### config.mk
export PLATFORM = sky130hd
export DESIGN_NAME = alu_share_arb
export DESIGN_NICKNAME = d
export VERILOG_FILES = /design/src/rtl/alu_share_arb.sv
export SDC_FILE = /design/constraint.sdc
export NUM_CORES = 1
export LEC_CHECK = 0
export ABC_AREA = 1
export CORE_AREA = 5 5 125 127
export DETAILED_ROUTE_END_ITERATION = 8
export DIE_AREA = 0 0 130 132
export HOLD_SLACK_MARGIN = 0.08
export PLACE_DENSITY = 0.71
export SLEW_MARGIN = 0
export SYNTH_ARGS = -nofsm -noshare
export SYNTH_HDL_FRONTEND = slang
export SYNTH_SLANG_ARGS = --single-unit
### constraint.sdc
create_clock -name clk -period 1.7 [get_ports clk]
set_input_delay 0.17 -clock clk [delete_from_list [all_inputs] [get_ports clk]]
set_output_delay 0.17 -clock clk [all_outputs]
set_load 0.03 [all_outputs]
### src/rtl/alu_share_arb.sv
// Two-requester arbiter time-sharing one combinational ALU, with a one-entry response buffer per requester.
// Optional macro ALU_ARB_OVF_EN: capture ALU overflow for add/sub ops; otherwise resp*_ovf is tied to 0.

`ifndef aluAdd
`define aluAdd 4'b0001
`endif
`ifndef aluSub
`define aluSub 4'b0010
`endif

module alu_share_arb #(
  parameter int TAG_W    = 4,
  parameter int ARB_MODE = 0
) (
  input  logic             clk,
  input  logic             rst_n,
  input  logic             req0_valid,
  output logic             req0_ready,
  input  logic [31:0]      req0_a,
  input  logic [31:0]      req0_b,
  input  logic [3:0]       req0_op,
  input  logic [TAG_W-1:0] req0_tag,
  input  logic             req1_valid,
  output logic             req1_ready,
  input  logic [31:0]      req1_a,
  input  logic [31:0]      req1_b,
  input  logic [3:0]       req1_op,
  input  logic [TAG_W-1:0] req1_tag,
  output logic             resp0_valid,
  input  logic             resp0_ready,
  output logic [31:0]      resp0_result,
  output logic             resp0_ovf,
  output logic [TAG_W-1:0] resp0_tag,
  output logic             resp1_valid,
  input  logic             resp1_ready,
  output logic [31:0]      resp1_result,
  output logic             resp1_ovf,
  output logic [TAG_W-1:0] resp1_tag,
  output logic [31:0]      alu_a,
  output logic [31:0]      alu_b,
  output logic [3:0]       alu_op,
  input  logic [31:0]      alu_result,
  input  logic             alu_ovf
);

  typedef enum logic {EMPTY = 1'b0, FULL = 1'b1} slot_state_e;

  logic [1:0]       req_valid;
  logic [1:0]       resp_ready;
  logic [1:0]       resp_valid;
  logic [1:0]       elig;
  logic [1:0]       cand;
  logic [1:0]       grant;
  logic [1:0]       resp_ovf;
  logic [31:0]      req_a      [2];
  logic [31:0]      req_b      [2];
  logic [3:0]       req_op     [2];
  logic [TAG_W-1:0] req_tag    [2];
  logic [31:0]      resp_result[2];
  logic [TAG_W-1:0] resp_tag   [2];
  logic             last_reg;
  logic             last_next;
  logic             ovf_capture;

  assign req_valid  = {req1_valid, req0_valid};
  assign resp_ready = {resp1_ready, resp0_ready};
  assign req_a[0]   = req0_a;
  assign req_a[1]   = req1_a;
  assign req_b[0]   = req0_b;
  assign req_b[1]   = req1_b;
  assign req_op[0]  = req0_op;
  assign req_op[1]  = req1_op;
  assign req_tag[0] = req0_tag;
  assign req_tag[1] = req1_tag;

  // A slot can take a new result if empty or being drained on this same edge.
  assign elig = ~resp_valid | resp_ready;
  assign cand = req_valid & elig;

  always_comb begin
    grant = 2'b00;
    case (cand)
      2'b01:   grant = 2'b01;
      2'b10:   grant = 2'b10;
      2'b11: begin
        if (ARB_MODE == 1) grant = 2'b01;
        else               grant = last_reg ? 2'b01 : 2'b10;
      end
      default: grant = 2'b00;
    endcase
  end

  assign req0_ready = grant[0];
  assign req1_ready = grant[1];

  always_comb begin
    alu_a  = 32'd0;
    alu_b  = 32'd0;
    alu_op = 4'b0000;
    if (grant[0]) begin
      alu_a  = req_a[0];
      alu_b  = req_b[0];
      alu_op = req_op[0];
    end else if (grant[1]) begin
      alu_a  = req_a[1];
      alu_b  = req_b[1];
      alu_op = req_op[1];
    end
  end

`ifdef ALU_ARB_OVF_EN
  assign ovf_capture = alu_ovf & ((alu_op == `aluAdd) || (alu_op == `aluSub));
`else
  logic unused_alu_ovf;
  assign unused_alu_ovf = alu_ovf;
  assign ovf_capture    = 1'b0;
`endif

  assign last_next = (|grant) ? grant[1] : last_reg;

  always_ff @(posedge clk or negedge rst_n) begin
    if (!rst_n) last_reg <= 1'b1;
    else        last_reg <= last_next;
  end

  genvar gi;
  generate
    for (gi = 0; gi < 2; gi++) begin : gen_slot
      slot_state_e      state_reg;
      slot_state_e      state_next;
      logic [31:0]      result_reg;
      logic [TAG_W-1:0] tag_reg;

      always_comb begin
        state_next = state_reg;
        if (grant[gi])
          state_next = FULL;
        else if (state_reg == FULL && resp_ready[gi])
          state_next = EMPTY;
      end

      always_ff @(posedge clk or negedge rst_n) begin
        if (!rst_n) begin
          state_reg  <= EMPTY;
          result_reg <= 32'd0;
          tag_reg    <= '0;
        end else begin
          state_reg <= state_next;
          if (grant[gi]) begin
            result_reg <= alu_result;
            tag_reg    <= req_tag[gi];
          end
        end
      end

`ifdef ALU_ARB_OVF_EN
      logic ovf_reg;
      always_ff @(posedge clk or negedge rst_n) begin
        if (!rst_n)         ovf_reg <= 1'b0;
        else if (grant[gi]) ovf_reg <= ovf_capture;
      end
      assign resp_ovf[gi] = ovf_reg;
`else
      assign resp_ovf[gi] = ovf_capture;
`endif

      assign resp_valid[gi]  = (state_reg == FULL);
      assign resp_result[gi] = result_reg;
      assign resp_tag[gi]    = tag_reg;
    end
  endgenerate

  assign resp0_valid  = resp_valid[0];
  assign resp1_valid  = resp_valid[1];
  assign resp0_result = resp_result[0];
  assign resp1_result = resp_result[1];
  assign resp0_ovf    = resp_ovf[0];
  assign resp1_ovf    = resp_ovf[1];
  assign resp0_tag    = resp_tag[0];
  assign resp1_tag    = resp_tag[1];

endmodule
# After elaboration in Yosys (flattened, before gate mapping)

Index checks and enable logic that the tools add are counted.

Flip-flop bits (word level): 75
Bits of input ports: 183
Output and inout port bits: 146
Word-level logic and storage cells: 30

Equality and inequality tests: 3
Muxes and demuxes: 12
Bitwise operators: 3
Reduce and logical (&&, ||, !) cells: 5

Operators by type and width:

| kind                                           | count |
|---|---|
| 2-to-1 mux 32 bit                              | 4 |
| 2-to-1 mux 4 bit                               | 2 |
| case mux 2 bit (3 select lines)                | 1 |
| == test 2 bit (second input constant)          | 2 |
| 2-to-1 mux 1 bit                               | 4 |
| nonzero test 2 bit                             | 2 |
| bitwise AND 2 bit                              | 1 |
| == test 2 x 1 -> 1 bit (second input constant) | 1 |
| logical AND 1 bit                              | 2 |
| 2-to-1 mux 2 bit                               | 1 |
| NOT 2 bit                                      | 1 |
| bitwise OR 2 bit                               | 1 |
| OR reduction 2 bit                             | 1 |

# Logic depth before layout (Yosys ltp)

Word-level depth: 7
Mapped depth: 8
Depth with buffers taken out: 6

# Worst setup path after synthesis

No wires, ideal clock.

Kind: reg-to-output
From: register gen_slot[0].state_reg, in the netlist resp0_valid
To: output alu_a[0]
Arrival: 1.443 ns
Path slack: 0.087 ns
Cell stages (with the launch flop): 7
Cells stage by stage: dfrtp_1 > nand2_1 > nand3_1 > buf_2 > buf_4 > nand3_1 > nand2_1

Word-level cells in the longest chain between the ends: 7
Elaborated cells on any way between the ends: 9
Those cells by class: eq/ne: 3; mux: 3; bitwise: 3

RTL lines:

| item                                                    | RTL line | source |
|---|---|---|
| start, declared                                         | 129      | `slot_state_e state_reg;` |
| start signal, assigned                                  | 148      | `state_reg <= state_next;` |
| NOT 2 bit (*)                                           | 77       | `assign elig = ~resp_valid \| resp_ready;` |
| bitwise OR 2 bit (*)                                    | 77       |  |
| bitwise AND 2 bit (*)                                   | 78       | `assign cand = req_valid & elig;` |
| == test 2 bit or == test 2 x 1 -> 1 bit (tied branches) | 82       | `case (cand)` |
| case mux 2 bit (3 select lines) (*)                     | 82       |  |
| 2-to-1 mux 32 bit                                       | 104      | `end else if (grant[1]) begin` |
| 2-to-1 mux 32 bit (*)                                   | 100      | `if (grant[0]) begin` |
| end, declared                                           | 39       | `output logic [31:0] alu_a,` |

Every way passes the cells marked *; elsewhere a longest branch is shown, timed or not.

# Final worst setup path

From: register last_reg
To: output alu_a[18]

Word-level cells in the longest chain between the ends: 4

RTL lines:

| item                                | RTL line | source |
|---|---|---|
| start, declared                     | 61       | `logic last_reg;` |
| start signal, assigned              | 123      | `else last_reg <= last_next;` |
| 2-to-1 mux 2 bit (*)                | 87       | `else grant = last_reg ? 2'b01 : 2'b10;` |
| case mux 2 bit (3 select lines) (*) | 82       |  |
| 2-to-1 mux 32 bit                   | 104      |  |
| 2-to-1 mux 32 bit (*)               | 100      |  |

Marked as above.

==> impl_metrics.toml <==
[run_status]
status = "finished with violations"
failed_checks = "negative setup slack"

[synthesis]
synth_top_family_by_area = "simple AND/OR/NAND/NOR gates"
synth_simple_gate_area_share_pct = 45.7
synth_commonest_cells = "nand2_1, nand3_1, dfrtp_1"
synth_area_leaders = "dfrtp_1, nand3_1, nand2_1"
synth_xor_area_share_pct = 0
synth_top_flop_cell = "dfrtp_1"
ys_types = 13
synth-compound-area-share_pct = 0.854
ys_warn_count = 0
synthMuxAreaShare_pct = 0
async_flop_share_pct = 100
synth-seq-cells = 75
seq_area_frac_synth_pct = 45.8
yosysTopAreaCellShare_pct = 45.2
postSynthCellCount = 567
netlist.top_cell.by_area = "dfrtp_1"
syn_area_um2 = 4100
syn_area_per_cell_um2 = 7.23
synth.most_common_cell = "nand2_1"
synth_edf_count = 0
synth_fa_ha_area_share_pct = 0

[route]
via_count = 5394
viasPerCell = 4.86
drt_iter0_markers = 420
drt_first_pass_iters = 5
drc = 0
routed_wl_um = 20500
ant_nets = 0
detail_route.wl_per_cell_um = 18.5

[finish]
syn_to_final_growth_pct = 115
final_cell_area_um2 = 8810
final_core_util_pct = 61.6
nNetsFinal = 1103
finalNonFillerCells = 1109
nFillCells = 1251
antenna_cells = 0
drive_gt1_share_pct = 22.7

[clock_tree]
cts_buffer_depth = 2
clock-sinks = 75
clk_pin_slew_worst_paths_ps = 60
root_buffer = "clkbuf_16"
worstSkewPairLatency_ps = 340
cts_tree = "built"
cts_buffers = 9
htree_num_levels = 3

[run]
cap_violations = 0

[sta]
fmax_mhz = 543
hold_ws_ps = 343
finalCritPeriodShare_pct = 108
finalHoldViolCount = 0
rsz0062_at_grt = "yes"
skew_ps = 5.98
min_period_ps = 1840
setup_viol = 70
report.final.slew_viol_count = 0
finalWorstSetupSlack_ps = -140

[die]
fp.dieW_um = 130
core.rowCount = 44
die_area_um2 = 17200
core_area_um2 = 14300
boundaryPins = 329
start_util_pct = 28.6
fp.dieH_um = 132

[setup_path]
endpoint_kind = "primary output"
worstPathRequired_ps = 1530
cp_top_family = "buffers and inverters"
cp_max_fo = 10
critPathArrivalTime_ps = 1670
worst-path-buf-inv = 4
critPathMaxStageDelay_ps = 540
critical_path_class = "flip-flop to primary output"
slowest_stage = "dfstp_2"
crit_chain = "buf_6, nand3_4, buf_12, buf_12, nand3_1, nand2_2, buf_6"
startpoint_type = "flip-flop"

[pwr]
swShare_pct = 40.9
pwr-share-seq_pct = 25.5
p_per_area_nw_per_um2 = 1100
comb_power_share_pct = 55.4
ir_worst_vdd_v = 0.000502
p_sw_uw = 3950
internal_power_uw = 5720
p_clk_share_pct = 19.1
cellLeakagePower_uw = 0.00425

[global_route]
grt.overflow.total = 0
grt_pass1_wl_um = 29100
grt_pass1_vias = 5173
grt.total_usage_pct = 21.5
antenna_found_initial = 1
grt_max_degree = 42

[placed_design]
place_area_um2 = 7600
dp_cells = 1060
hpwl_um = 14200
io_buffers = 325
place_congestion = 0.830

[min_path]
holdCritPathClass = "primary input to asynchronous set/reset pin"
-- layer usage --
layer	share of wire, %	global-route usage, %
met5	0.097	0
met1	39	26.5
met4	1.9	5.48
met2	51	37.7
met3	8.0	4.94
-- stage by stage --
step,setup TNS (ps),setup WS [ps],power [µW]
after floorplan,0,87.1,4900
after global placement,-1070,-64.6,7150
after detailed placement,-776,-57.4,7190
after CTS,-7780,-152,9470
after global routing,-12380,-201,10100
final,-7240,-140,9670
-- worst paths after layout --
| kind | startpoint | end | cells past startpoint | slack [ps] |
|---|---|---|---|---|
| worst max-delay path | last_reg | alu_a[18] | 7 | -140 |
| worst min-delay path | rst_n | resp0_result[29] | 2 | 340 |
| worst max register to register | last_reg | resp1_result[17] | 9 | 90 |
| worst min register to register | resp0_result[12] | resp0_result[12] | 2 | 470 |
| max in group asynchronous | rst_n | resp0_result[18] | 3 | 800 |
| min in group clk | req1_tag[3] | resp1_tag[3] | 3 | 400 |
-- timing repair --
action | 4_1_cts | 5_1_grt
hold buffers | 1 | 0
pin swaps | 5 | 9
setup buffers | 11 | 9
hold endpoints to repair | 30 | 0
resized for setup | 91 | 44
endpoints found under the setup margin | 69 | 71
gates cloned | 5 | 9
-- logic make-up (layout without fill, tap and decap cells) --
family | after synthesis | after routing
flops | 75 | 75
buf+inv | 60 | 416
compound gates | 3 | 3
other cells | 1 | 2
simple gates | 428 | 429
-- area by class of cell --
cell class,count,area [µm²],share of cell area [%]
flip-flops and latches,75,1880,21.3
inverters,6,22.5,0.256
repair buffers,394,4240,48.1
clock inverters,3,21.3,0.241
multi-input cells,434,2150,24.4
clock buffers,13,270,3.07
well taps,184,230,2.61
-- power groups by stage --
| stage | Sequential, µW | Combinational [µW] | Clock [µW] |
|---|---|---|---|
| final | 2470 | 5360 | 1840 |
| after CTS | 2470 | 5120 | 1890 |
| after detailed placement | 2500 | 4690 | 0 |
| after global placement | 2480 | 4660 | 0 |
| after global routing | 2520 | 5640 | 1970 |
| after floorplan | 3350 | 1550 | 0 |
-- placed cells by master, fill, tap and decap left out --
cell,count
clkdlybuf4s50_1,253
nand2_1,198
nand3_1,181
buf_6,79
dfrtp_1,73
buf_4,36
nand3_2,27
nand2_2,19
buf_12,15
clkbuf_16,14
inv_1,4
nand3_4,3
clkbuf_8,3
buf_16,3
a21boi_4,2
inv_2,2
conb_1,2
nand2_4,1
o21ai_0,1
clkbuf_1,1
clkinvlp_4,1
clkinv_4,1
clkinv_2,1
dlygate4sd3_1,1
dfstp_2,1
dlymetal6s2s_1,1
buf_8,1
dfrtp_2,1
Note: power is estimated with default switching activity, not from simulation.
